$ cat config.mk
export PLATFORM = sky130hd
export DESIGN_NAME = sr64_tx
export DESIGN_NICKNAME = d
export VERILOG_FILES = /design/src/rtl/sr_link_pkg.sv /design/src/rtl/sr_piso.sv /design/src/rtl/sr64_tx.sv
export SDC_FILE = /design/constraint.sdc
export NUM_CORES = 1
export LEC_CHECK = 0
export CORE_ASPECT_RATIO = 0.8
export CORE_UTILIZATION = 40
export CTS_CLUSTER_DIAMETER = 80
export DETAILED_ROUTE_END_ITERATION = 8
export SYNTH_ARGS = -nofsm -noshare
export SYNTH_HDL_FRONTEND = slang
export SYNTH_HIERARCHICAL = 1
export SYNTH_SLANG_ARGS = --single-unit
$ cat constraint.sdc
create_clock -name clock -period 2.45 [get_ports clock]
set_clock_uncertainty 0.05 [all_clocks]
set_input_delay 0.49 -clock clock [delete_from_list [all_inputs] [get_ports clock]]
set_output_delay 0.49 -clock clock [all_outputs]
set_load 0.01 [all_outputs]
$ cat src/rtl/sr_link_pkg.sv
// rtl/sr_link_pkg.sv - shared definitions for the sr64 serial link (tx and rx ends)
// Contents: FSM state enum, bit-order mode encodings, default word width.
package sr_link_pkg;

  typedef enum logic {
    IDLE  = 1'b0,
    SHIFT = 1'b1
  } sr_state_e;

  // Bit-order encodings; the receiver uses the same values for its shift direction.
  localparam logic MODE_LSB_FIRST = 1'b0;
  localparam logic MODE_MSB_FIRST = 1'b1;

  localparam int SR_N = 64;

endpackage

$ cat src/rtl/sr_piso.sv
// rtl/sr_piso.sv - N-bit parallel-load bidirectional shift register with head-bit output
// Ports:
//   i_clk   : clock, rising edge
//   i_rst   : synchronous active-high reset, clears the register
//   i_load  : load i_data (wins over i_shift)
//   i_data  : parallel word to load
//   i_shift : shift one position this cycle
//   i_dir   : MODE_LSB_FIRST shifts right, MODE_MSB_FIRST shifts left
//   o_head  : bit currently at the outgoing end for the selected direction
module sr_piso
  import sr_link_pkg::*;
#(
  parameter int N = SR_N
) (
  input  logic         i_clk,
  input  logic         i_rst,
  input  logic         i_load,
  input  logic [N-1:0] i_data,
  input  logic         i_shift,
  input  logic         i_dir,
  output logic         o_head
);

  logic [N-1:0] r_sh;

  always_ff @(posedge i_clk) begin
    if (i_rst) begin
      r_sh <= '0;
    end else if (i_load) begin
      r_sh <= i_data;
    end else if (i_shift) begin
      // Zero fill at the far end so the register drains to all-zero.
      if (i_dir == MODE_MSB_FIRST) begin
        r_sh <= {r_sh[N-2:0], 1'b0};
      end else begin
        r_sh <= {1'b0, r_sh[N-1:1]};
      end
    end
  end

  assign o_head = (i_dir == MODE_MSB_FIRST) ? r_sh[N-1] : r_sh[0];

endmodule

$ cat src/rtl/sr64_tx.sv
// rtl/sr64_tx.sv - parallel-in/serial-out transmitter for the sr64 serial link
// Ports:
//   clock     : clock, rising edge
//   reset     : synchronous active-high reset
//   par_in    : word to transmit, sampled on accept
//   in_valid  : producer offers par_in
//   in_ready  : block can accept this cycle (idle, or last bit of current word)
//   mode      : bit order, sampled on accept (0 LSB first, 1 MSB first)
//   serout    : serial data bit, 0 when idle
//   ser_valid : serout carries a payload bit
//   word_done : one-cycle pulse on the last bit of a word
//   busy      : a word is in flight
module sr64_tx
  import sr_link_pkg::*;
#(
  parameter int N = SR_N
) (
  input  logic         clock,
  input  logic         reset,
  input  logic [N-1:0] par_in,
  input  logic         in_valid,
  output logic         in_ready,
  input  logic         mode,
  output logic         serout,
  output logic         ser_valid,
  output logic         word_done,
  output logic         busy
);

  localparam int CW = $clog2(N);
  localparam logic [CW-1:0] CNT_LAST = CW'(N - 1);

  sr_state_e     r_state;
  sr_state_e     w_next_state;
  logic [CW-1:0] r_cnt;
  logic          r_mode_q;

  logic w_in_shift;
  logic w_word_done;
  logic w_in_ready;
  logic w_accept;
  logic w_head;

  always_comb begin
    w_in_shift   = (r_state == SHIFT);
    w_word_done  = w_in_shift && (r_cnt == CNT_LAST);
    // Ready during the last bit lets the next word follow with no gap.
    w_in_ready   = (r_state == IDLE) || w_word_done;
    w_accept     = in_valid && w_in_ready;
    w_next_state = r_state;
    case (r_state)
      IDLE: begin
        if (w_accept) begin
          w_next_state = SHIFT;
        end
      end
      SHIFT: begin
        if (w_word_done && !w_accept) begin
          w_next_state = IDLE;
        end
      end
      default: w_next_state = IDLE;
    endcase
  end

  always_ff @(posedge clock) begin
    if (reset) begin
      r_state  <= IDLE;
      r_cnt    <= '0;
      r_mode_q <= MODE_LSB_FIRST;
    end else begin
      r_state <= w_next_state;
      if (w_accept) begin
        r_cnt    <= '0;
        r_mode_q <= mode;
      end else if (w_in_shift) begin
        r_cnt <= r_cnt + CW'(1);
      end
    end
  end

  // The shift register ignores i_shift on a load cycle, so a reload during
  // the last bit replaces the drained word directly.
  sr_piso #(
    .N(N)
  ) u_piso (
    .i_clk  (clock),
    .i_rst  (reset),
    .i_load (w_accept),
    .i_data (par_in),
    .i_shift(w_in_shift),
    .i_dir  (r_mode_q),
    .o_head (w_head)
  );

  assign in_ready  = w_in_ready;
  assign serout    = w_in_shift & w_head;
  assign ser_valid = w_in_shift;
  assign busy      = w_in_shift;
  assign word_done = w_word_done;

endmodule

=== Word-level counts from Yosys, hierarchy flattened ===
Index checks and enable logic that the tools add are counted.

* RAM bits: 0
* Bits in latches: 0
* Memories: 0
* Flip-flop bits (word level): 72
* Bits in read-only memories: 0
* Output and inout bits: 5

* Multiplexer cells: 7
* Add/sub/neg operators: 1
* Divide/modulo/power cells: 0
* Multipliers: 0
* Shift operators: 0
* Bitwise logic cells: 2
* Eq/ne operators: 1
* Magnitude comparators: 0
* Reduce and logical (&&, ||, !) cells: 7

{| class="wikitable"
|+ Operators with widths
! cell !! number
|-
| 64-bit 2-to-1 mux || 3
|-
| 6-bit by 1-bit adder with 6-bit output (second input constant) || 1
|-
| 6-bit equality test (second input constant) || 1
|-
| 1-bit logical AND || 3
|-
| 1-bit 2-to-1 mux || 3
|-
| 1-bit case mux with 2 select lines || 1
|-
| 2-bit nonzero test || 1
|-
| 2-bit OR reduction || 1
|-
| 1-bit bitwise AND || 1
|-
| 1-bit zero test || 1
|-
| 1-bit logical OR || 1
|-
| 1-bit NOT || 1
|}

=== Logic depth before layout (Yosys ltp) ===
Gate-level depths: netlist (run 1).

* Word-level depth: 8
* Gate-level depth with buffers: 7
* Mapped depth without buffers: 6

=== Cells and area by module ===
The synthesis (run 1) kept the hierarchy.

{| class="wikitable"
|+ By module, submodules not included
! module !! area an instance (sq um) !! sequential area each (sq um) !! cells an instance !! times used
|-
| sr_piso || 3560.9 || 1281.2 || 433 || 1
|-
| sr64_tx || 415.4 || 160.2 || 47 || 1
|}

=== Worst setup path before layout (run 1) ===
Ideal clock, no wire load.

* Path kind: register -> register
* Start: register r_cnt[0]
* End: register u_piso.r_sh[10]
* Arrival: 1783 ps
* Slack: 530 ps
* Path buffers: 2
* Stages on the path, launching flop included: 8
* Cell sequence: dfxtp_1 ha_1 nand2_1 o31ai_4 buf_4 clkbuf_1 a211oi_1 o31ai_1

* Longest elaborated chain between the ends: 5
* Elaborated cells on any way between the ends: 6

{| class="wikitable"
|+ Ends and longest elaborated chain
! element !! line !! source
|-
| from (decl) || sr64_tx.sv:35 || <nowiki>logic [CW-1:0] r_cnt;</nowiki>
|-
| from (signal assigned) || sr64_tx.sv:77 || <nowiki>r_cnt <= r_cnt + CW'(1);</nowiki>
|-
| 6-bit equality test (*) || sr64_tx.sv:46 || <nowiki>w_word_done = w_in_shift && (r_cnt == CNT_LAST);</nowiki>
|-
| 1-bit logical AND (*) || sr64_tx.sv:46 ||
|-
| 1-bit logical OR (*) || sr64_tx.sv:48 || <nowiki>w_in_ready = (r_state == IDLE) || w_word_done;</nowiki>
|-
| 1-bit logical AND (*) || sr64_tx.sv:49 || <nowiki>w_accept = in_valid && w_in_ready;</nowiki>
|-
| named net w_accept || sr64_tx.sv:41 || <nowiki>logic w_accept;</nowiki>
|-
| 64-bit 2-to-1 mux or 2-bit nonzero test (tied branches) || - ||
|-
| to (signal assigned) || sr_piso.sv:30 || <nowiki>r_sh <= i_data;</nowiki>
|-
| to (signal assigned) || sr_piso.sv:34 || <nowiki>r_sh <= {r_sh[N-2:0], 1'b0};</nowiki>
|-
| to (signal assigned) || sr_piso.sv:36 || <nowiki>r_sh <= {1'b0, r_sh[N-1:1]};</nowiki>
|-
| to (decl) || sr_piso.sv:24 || <nowiki>logic [N-1:0] r_sh;</nowiki>
|}

The timed path passes the listed nets; every way through them passes the cells marked *.
A chain may end at the register's enable or synchronous reset.

=== Final worst setup path (run 1) ===
* Start: register r_cnt[0]
* End: output word_done

* Longest elaborated chain between the ends: 2

{| class="wikitable"
|+ Ends and longest elaborated chain
! element !! line !! source
|-
| 6-bit equality test || sr64_tx.sv:46 ||
|-
| 1-bit logical AND || sr64_tx.sv:46 ||
|-
| to (decl) || sr64_tx.sv:26 || <nowiki>output logic word_done,</nowiki>
|}

Every way passes these cells.

==> reports/qor.yml, run 1 <==
status: "completed"
arrival_ps: 1820
synth_mux_area_share_pct: 2.05
drc: 0
layout_min_cycle_time_ps: 2360
first_global_vias: 3519
worstHoldPathType: "reg -> reg"
maxCapViolCount: 0
ir_worst_vdd_mv: 0.479
grt_pass1_wl_um: 17000
synthFlopType: "dfxtp_1"
row_count: 32
syn_inst: 480
vias: 3619
cts_tree: "done"
numClockSinks: 72
postCtsSetupRepairBufs: 0
die_y_um: 91.2
end_kind: "output port"
synth-compound-area-share_pct: 26.1
synth_top_family_by_area: "simple AND/OR/NAND/NOR gates"
portBuffers: 72
die_w_um: 113
reg2reg_depth: 8
slew_violations: 0
wl_um: 9900
finalInstanceArea_um2: 5110
crit_required_ps: 1910
yosysSeqAreaShare_pct: 36.2
numCtsBuffers: 9
ios: 73
grt_max_degree: 66
core_um2: 9650
areaGrowthSynthToFinish_pct: 28.6
worstSetupPathType: "reg -> out"
syn_avg_cell_area_um2: 8.28
synth_area_leaders: "dfxtp_1 (36%), o31ai_1 (11%), a211oi_1 (9.8%)"
synth_cell_types: 36
power.density_nw_per_um2: 648
synth_top_area_cell: "dfxtp_1"
setup_viol: 0
synth_top_area_share_pct: 36.2
synth_warnings: 6
worst_pin_slew_ps: 605
async_flop_share_pct: 0
h-tree-depth: 3
gp_congestion: 0.777
fillers: 898
dpl.hpwl_um: 6000
dpl_cell_area_um2: 4780
antenna_found_initial: 0
hold_viol: 0
leakage_nw: 1.95
max_freq_mhz: 424
synth_simple_gate_area_share_pct: 27.9
fin_nets: 595
post-synth-top-count-cell: "dfxtp_1"
syn_nets: 549
synthXorXnorAreaFrac_pct: 0.441
hold-path-cell-count: 2
drive_gt1_share_pct: 7.34
grt.overflow.total: 0
synth-edff-count: 0
yosys-top-cells-count: "dfxtp_1 (72), nand2_1 (65), nor2b_1 (61)"
relSlewSlack_pct: 59.7
clk_pin_slew_ps: 60
fp.dieArea_um2: 10300
root_buffer: "clkbuf_16"
track_usage_pct: 20.1
start_kind: "flip-flop"
dr.pass1.iters: 4
worstPathMaxFanout: 5
avgRoutedWirePerCell_um: 14.8
clockBufferDepth: 2
synth_seq_cells: 72
finalCritPeriodShare_pct: 96.3
initial_core_util_pct: 41.2
synth_adder_area_share_pct: 0.315
num_antenna_cells: 0
drtIter0Drc: 223
syn_area_um2: 3980
via_per_inst: 5.43
grt_setup_unrepaired: "false"
setup_tns_ps: 0
antenna_left: 0
clk_latency_ps: 330
-- final timing paths --
path,start,end,slack (ps)
min reg2reg,u_piso/r_sh[59]$_SDFFE_PP0P_,u_piso/r_sh[58]$_SDFFE_PP0P_,420
max,r_cnt[0]$_SDFFE_PP0P_,word_done,90
min,u_piso/r_sh[59]$_SDFFE_PP0P_,u_piso/r_sh[58]$_SDFFE_PP0P_,420
max reg2reg,r_cnt[0]$_SDFFE_PP0P_,u_piso/r_sh[30]$_SDFFE_PP0P_,450
-- logic make-up after synthesis --
kind of cell             count (synthesis)
AND/OR/NAND/NOR                        204
AO/OA/AOI/OAI                          138
flip-flops                              72
buffers and inverters                   55
multiplexers                             8
XOR/XNOR                                 2
adder cells (fa/ha/maj)                  1
-- worst max-delay path, stage by stage, from the launching register on --
cell             delay [ps]
dfxtp_1                 400
ha_1                    220
nand2_1                 150
nor3_1                  160
clkdlybuf4s50_1         560
-- what timing repair did --
action                                  4_1_cts  5_1_grt
endpoints found under the setup margin        1        1
hold buffers                                  0        0
endpoints found under the hold margin         0        0
resized for setup                             1        1
pin swaps                                     0        0
-- state kept, by name, indices dropped and copies added, names as in the netlist --
register     cells
busy             1
r_cnt            6
r_mode_q         1
u_piso/r_sh     64
-- cells in the final DEF, fill, tap and decap left out, types with 3 or more instances in the layout --
master           count
clkdlybuf4s50_1     70
dfxtp_1             70
nand2_1             65
nor2b_1             61
o31ai_1             57
a211oi_1            52
and3_1              51
a21oi_1             11
clkbuf_16            9
nand3_1              7
mux2i_1              7
nor2_1               7
buf_4                6
buf_12               6
a211o_1              6
inv_1                5
a311oi_1             5
nand2b_1             3
nor3_1               3
-- metrics by stage --
stage          utilization (%)  instances  hold WS [ps]  setup slack (ps)  power (mW)
2_1_floorplan                -        480           380               530        1.68
3_5_place_dp              49.5        651           412              77.0        1.90
5_1_grt                   53.0        667           434             0.637        3.46
4_1_cts                   53.0        667           420              23.8        3.35
3_3_place_gp              49.5        651           407               151        1.89
6_report                  53.0        667           420              91.6        3.31
-- report_power, final --
part           leakage (nW)  switching (mW)  total (mW)  internal [mW]
logic                  1.20           0.252       0.525          0.273
registers             0.596          0.0746        1.35           1.27
clock network         0.155           0.518        1.44          0.922
-- area by class of cell --
cell class | instances | area (um2) | share of cell area (%)
multi-input combinational | 353 | 2260 | 44.2
tap | 136 | 170 | 3.33
clock inverter | 6 | 92.6 | 1.81
timing repair buffer | 84 | 883 | 17.3
clock buffer | 10 | 239 | 4.67
inverter | 6 | 22.5 | 0.440
sequential | 72 | 1440 | 28.2
-- per-layer routing --
metal  part of all wire [%]  GRT usage, %  vias to the layer above
met1                     51          28.0                     1677
met5                      0             0                        -
met4                   0.94          6.36                        0
li1                       -             -                     1850
met2                     43          30.7                       84
met3                    4.5          4.34                        8
No activity file was read; power rests on OpenSTA's default activity.
==> inputs of run 2 (changes only) <==
--- a/config.mk
+++ b/config.mk
@@ -9,6 +9,8 @@
 export CORE_UTILIZATION = 40
 export CTS_CLUSTER_DIAMETER = 80
 export DETAILED_ROUTE_END_ITERATION = 8
+export GPL_TIMING_DRIVEN = 0
+export RECOVER_POWER = 100
 export SYNTH_ARGS = -nofsm -noshare
 export SYNTH_HDL_FRONTEND = slang
 export SYNTH_HIERARCHICAL = 1
==> constraint.sdc (replaced) <==
create_clock -name clock -period 2.2 [get_ports clock]
set_clock_uncertainty 0.05 [all_clocks]
set_input_delay 0.44 -clock clock [delete_from_list [all_inputs] [get_ports clock]]
set_output_delay 0.44 -clock clock [all_outputs]
set_load 0.01 [all_outputs]
==> run 2 against run 1 <==
Effect of this change: routed wire length grew 9.2%; critical endpoint is now u_piso/r_sh[58]$_SDFFE_PP0P_; non-clock buffer count grew 38; final cell count grew 5.7%; worst hold slack lost 10 ps; first-iteration DRC count grew 15%; worst setup slack gained 3.9 ps; utilization grew 1.3 points; via count grew 5.9%.
==> reports/qor.yml, run 2 (synthesis results as in run 1) <==
cp_top_family: "buffers and inverters"
numClockSinks: 72
dpl.hpwl_um: 7330
hold_viol: 0
core_um2: 9650
avgRoutedWirePerCell_um: 15.3
finalCritPeriodShare_pct: 95.7
areaGrowthSynthToFinish_pct: 31.7
fillers: 967
numPlacedInstances: 688
drive_gt1_share_pct: 9.67
worstSetupPathType: "in -> reg"
grt_setup_unrepaired: "true"
vias: 3831
h-tree-depth: 3
die_w_um: 113
die_y_um: 91.2
numCtsBuffers: 9
leakage_nw: 2.04
crit_path_max_incr_delay_ps: 680
portBuffers: 72
max_freq_mhz: 475
cts_tree: "done"
worstHoldPathType: "reg -> reg"
num_antenna_cells: 0
via_per_inst: 5.43
final_cells: 705
first_global_vias: 3575
fp.dieArea_um2: 10300
ios: 73
status: "completed"
largest_reg_flops: 64
antenna_found_initial: 0
end_kind: "flip-flop"
layout_commonest_cell: "dfxtp_1"
gp_congestion: 0.791
root_buffer: "clkbuf_16"
maxCapViolCount: 0
initial_core_util_pct: 41.2
worst_pin_slew_ps: 595
top_regs: "u_piso/r_sh (64), r_cnt (6)"
wl_um: 10800
worstPathMaxFanout: 10
path_common_cell: "clkbuf_1"
grt_max_degree: 19
relSlewSlack_pct: 60.1
setup_tns_ps: 0
arrival_ps: 2260
clk_latency_ps: 330
cp_cell_sequence: "dlygate4sd3_1 > clkbuf_1 > clkbuf_1 > o31ai_1"
setup_viol: 0
start_kind: "input port"
grt.overflow.total: 0
grt_pass1_wl_um: 17700
slew_violations: 0
drtIter0Drc: 257
antenna_left: 0
layout_min_cycle_time_ps: 2100
clockBufferDepth: 2
crit_required_ps: 2350
ir_worst_vdd_mv: 0.319
seqCellArea_um2: 1450
slowest_stage: "dlygate4sd3_1"
row_count: 32
track_usage_pct: 21.5
dr.pass1.iters: 4
regMostFlops: "u_piso/r_sh"
path_buf_inv: 3
clk_pin_slew_ps: 60
multiInputGateArea_um2: 2260
fin_nets: 633
drc: 0
power.density_nw_per_um2: 702
final_cell_mix: "dfxtp_1 (69), clkdlybuf4s50_1 (68), nand2_1 (65), nor2b_1 (61), o31ai_1 (57)"
[run 2: changes by cell type in the layout (fill, tap and decap cells not counted), sizes merged, moves of 2 or more]
cell           previous run  this run
clkbuf                   10        46
buf                      13        18
dlygate4sd2               0         3
clkdlybuf4s50            70        68
clkinvlp                  2         0
[run 2: area by class of cell]
type | count | share of cell area (%)
sequential | 72 | 27.6
tap | 136 | 3.25
timing repair buffer | 75 | 14.1
buffer | 47 | 5.25
multi-input combinational | 353 | 43.2
clock buffer | 14 | 5.42
clock inverter | 2 | 0.669
inverter | 6 | 0.430
[run 2: final timing paths]
check                              startpoint                      endpoint  slack (ps)  cells after the start
setup / recovery                        reset  u_piso/r_sh[58]$_SDFFE_PP0P_         100                      4
hold / removal    u_piso/r_sh[3]$_SDFFE_PP0P_   u_piso/r_sh[2]$_SDFFE_PP0P_         410                      2
hold reg to reg   u_piso/r_sh[3]$_SDFFE_PP0P_   u_piso/r_sh[2]$_SDFFE_PP0P_         410                      2
setup reg to reg              busy$_SDFF_PP0_  u_piso/r_sh[45]$_SDFFE_PP0P_         120                      7
[run 2: what timing repair did]
item	4_1_cts	5_1_grt
setup endpoints to repair	68	42
pin swaps	1	1
setup buffers	3	0
hold buffers	0	0
gates resized for setup	19	17
gates cloned	0	0
[run 2: worst register-to-register path: cells and delay by family (launching register included)]
family	cells	cell delay, ps
simple gates	3	840
flops	1	490
compound gates	2	190
buf+inv	2	390
[run 2: metal layers]
metal  global-route usage, %  vias up  part of all wire [%]
li1                        -     1927                     -
met1                    30.1     1801                    50
met2                    32.9       96                    45
met3                    4.67        7                   4.6
met4                    5.92        0                  0.90
met5                       0        -                     0
[run 2: power by group]
group | total, mW | switching, mW | internal [mW]
Sequential | 1.51 | 0.0896 | 1.42
Clock | 1.56 | 0.558 | 1.00
Combinational | 0.611 | 0.295 | 0.316
Total | 3.68 | 0.943 | 2.74
[run 2: metrics by stage]
step	utilization (%)	power, mW	setup WS (ps)	area, um2	hold slack, ps
detailed placement	50.4	2.13	-545	4870	403
finish	54.3	3.68	95.5	5240	410
floorplan	-	1.87	280	3980	380
global route	54.3	3.82	-14.8	5240	438
global placement	50.4	2.12	-502	4870	406
CTS	54.2	3.69	24.4	5230	413
==> inputs of run 3 (changes only) <==
--- a/config.mk
+++ b/config.mk
@@ -13,5 +13,4 @@
 export RECOVER_POWER = 100
 export SYNTH_ARGS = -nofsm -noshare
 export SYNTH_HDL_FRONTEND = slang
-export SYNTH_HIERARCHICAL = 1
 export SYNTH_SLANG_ARGS = --single-unit
==> run 3 against run 2 <==
Effect of this change: utilization shrank 0.31 points; critical path depth grew 1; worst hold slack gained 7.7 ps; sequential share of layout area grew 3.9 points; via count shrank 18%; combinational power shrank 19%; synthesized area shrank 12%; critical endpoint is now serout; largest cell class unchanged.
==> reports/qor.yml, run 3 <==
ios: 73
areaGrowthSynthToFinish_pct: 30.5
top_regs: "u_piso.r_sh (64), r_cnt (6)"
yosysSeqAreaShare_pct: 41.1
h-tree-depth: 3
finalCritPeriodShare_pct: 95.8
ir_worst_vdd_mv: 0.391
fp.dieArea_um2: 9150
grt_pass1_wl_um: 15200
leakage_nw: 1.64
syn_avg_cell_area_um2: 9.31
clockBufferDepth: 2
portBuffers: 72
maxCapViolCount: 0
final_cell_mix: "dfxtp_1 (70), clkdlybuf4s50_1 (66), nor2_1 (48), a221o_1 (44), mux2i_1 (43)"
regMostFlops: "u_piso.r_sh"
status: "completed"
core_um2: 8480
numClockSinks: 72
dr.pass1.iters: 4
yosys-top-cells-count: "dfxtp_1 (72), nor2_1 (48), a221o_1 (44), mux2i_1 (44), o21ai_1 (40)"
grt.overflow.total: 0
hold_viol: 0
fillers: 832
via_per_inst: 5.47
syn_inst: 377
slowest_stage: "dfxtp_2"
max_freq_mhz: 474
vias: 3151
path_common_cell: "buf_8"
worst_pin_slew_ps: 714
die_y_um: 85.8
grt_max_degree: 13
root_buffer: "clkbuf_8"
crit_required_ps: 1710
grt_setup_unrepaired: "false"
start_kind: "flip-flop"
arrival_ps: 1620
seqCellArea_um2: 1440
drc: 0
clk_latency_ps: 350
synthFlopType: "dfxtp_1"
synth_top_area_cell: "dfxtp_1"
multiInputGateArea_um2: 1850
drtIter0Drc: 138
slew_violations: 0
syn_area_um2: 3510
worstHoldPathType: "reg -> reg"
numPlacedInstances: 561
relSlewSlack_pct: 52.1
cp_cell_sequence: "buf_8 > buf_8 > mux2i_2 > nor2_1 > dlygate4sd2_1"
gp_congestion: 0.768
cts_tree: "done"
initial_core_util_pct: 41.4
layout_commonest_cell: "dfxtp_1"
syn_nets: 446
clk_pin_slew_ps: 80
largest_reg_flops: 64
synth-edff-count: 0
row_count: 30
fin_nets: 528
async_flop_share_pct: 0
synth_top_area_share_pct: 41.1
synth_warnings: 0
dpl.hpwl_um: 6550
end_kind: "output port"
synth_cell_types: 29
numCtsBuffers: 9
track_usage_pct: 21.5
hold_slack_ps: 418
wl_um: 9350
die_w_um: 107
first_global_vias: 3012
layout_min_cycle_time_ps: 2110
synth_seq_cells: 72
crit_path_max_incr_delay_ps: 370
worstPathMaxFanout: 10
avgRoutedWirePerCell_um: 16.2
worstSetupPathType: "reg -> out"
antenna_found_initial: 0
cts_hold_buf: 0
drive_gt1_share_pct: 11.2
num_antenna_cells: 0
antenna_left: 0
power.density_nw_per_um2: 669
final_cells: 576
synth_area_leaders: "dfxtp_1 (41%), a221o_1 (13%), mux2i_1 (13%)"
post-synth-top-count-cell: "dfxtp_1"
setup_viol: 0
==> run 3: cell types whose count changed after synthesis, moves of 37 or more <==
| cell | delta |
|---|---|
| nor2_1 | +41 |
| o21ai_1 | +40 |
| nand2_1 | -39 |
| and3_1 | -48 |
| o31ai_1 | -57 |
| a221o_1 | +44 |
| nor2b_1 | -40 |
| mux2i_1 | +37 |
==> run 3: repair_timing <==
item / in CTS / in global routing
endpoints found under the setup margin: 3 / 2
hold endpoints to repair: 0 / 0
gates resized for setup: 13 / 2
buffers inserted: 0 / 0
==> run 3: routing by layer <==
layer,GRT usage (%),wire length (um)
met4,6.10,97
met1,29.9,4680
met3,5.47,499
met2,32.8,4070
met5,0,0
==> run 3: worst paths after layout <==
kind	slack (ps)	cells after the start	end	from
worst max register to register	310	6	u_piso.r_sh[38]$_SDFFE_PP0P_	r_cnt[1]$_SDFFE_PP0P_
worst min register to register	420	2	u_piso.r_sh[57]$_SDFFE_PP0P_	u_piso.r_sh[57]$_SDFFE_PP0P_
worst max-delay path	90	5	serout	r_mode_q$_SDFFE_PP0P_
worst min-delay path	420	2	u_piso.r_sh[57]$_SDFFE_PP0P_	u_piso.r_sh[57]$_SDFFE_PP0P_
==> run 3: kinds of logic (layout without fill, tap and decap cells) <==
| family | after synthesis | count (layout) | share of synthesized area (%) |
|---|---|---|---|
| buf+inv | 35 | 122 | 5.78 |
| simple gates | 108 | 108 | 14.5 |
| compound gates | 112 | 112 | 24.5 |
| fa+ha+maj | 1 | 1 | 0.356 |
| flops | 72 | 72 | 41.1 |
| xor+xnor | 5 | 5 | 1.25 |
| mux | 44 | 44 | 12.5 |
==> run 3: metrics by stage <==
step	util [%]	setup TNS, ps	total power, mW	cell area (um2)	setup slack, ps
5_1_grt	54.0	0	3.21	4580	12.6
2_1_floorplan	-	0	1.77	3510	560
4_1_cts	54.2	0	3.10	4600	70.7
3_5_place_dp	51.5	-4830	1.99	4370	-161
3_3_place_gp	51.5	-4000	1.99	4370	-164
6_report	54.0	0	3.06	4580	92.0
==> run 3: critical path, delay by kind of cell, from the launching register on <==
kind / cells / cell delay [ps]
buffers and inverters: 3 / 600
and+or+nand+nor: 1 / 60
muxes: 1 / 230
DFF: 1 / 370
==> run 3: final cells by class <==
type,count,share of cell area (%)
Clock inverter,5,1.20
Sequential cell,72,31.5
Clock buffer,11,3.31
Tap cell,112,3.06
Buffer,32,4.56
Inverter,2,0.164
Timing Repair Buffer,72,15.7
Multi-Input combinational cell,270,40.5
==> run 3: power by group <==
part	leakage, nW	internal [mW]	switching, mW
logic	0.951	0.273	0.225
registers	0.592	1.39	0.0718
clock network	0.101	0.582	0.519
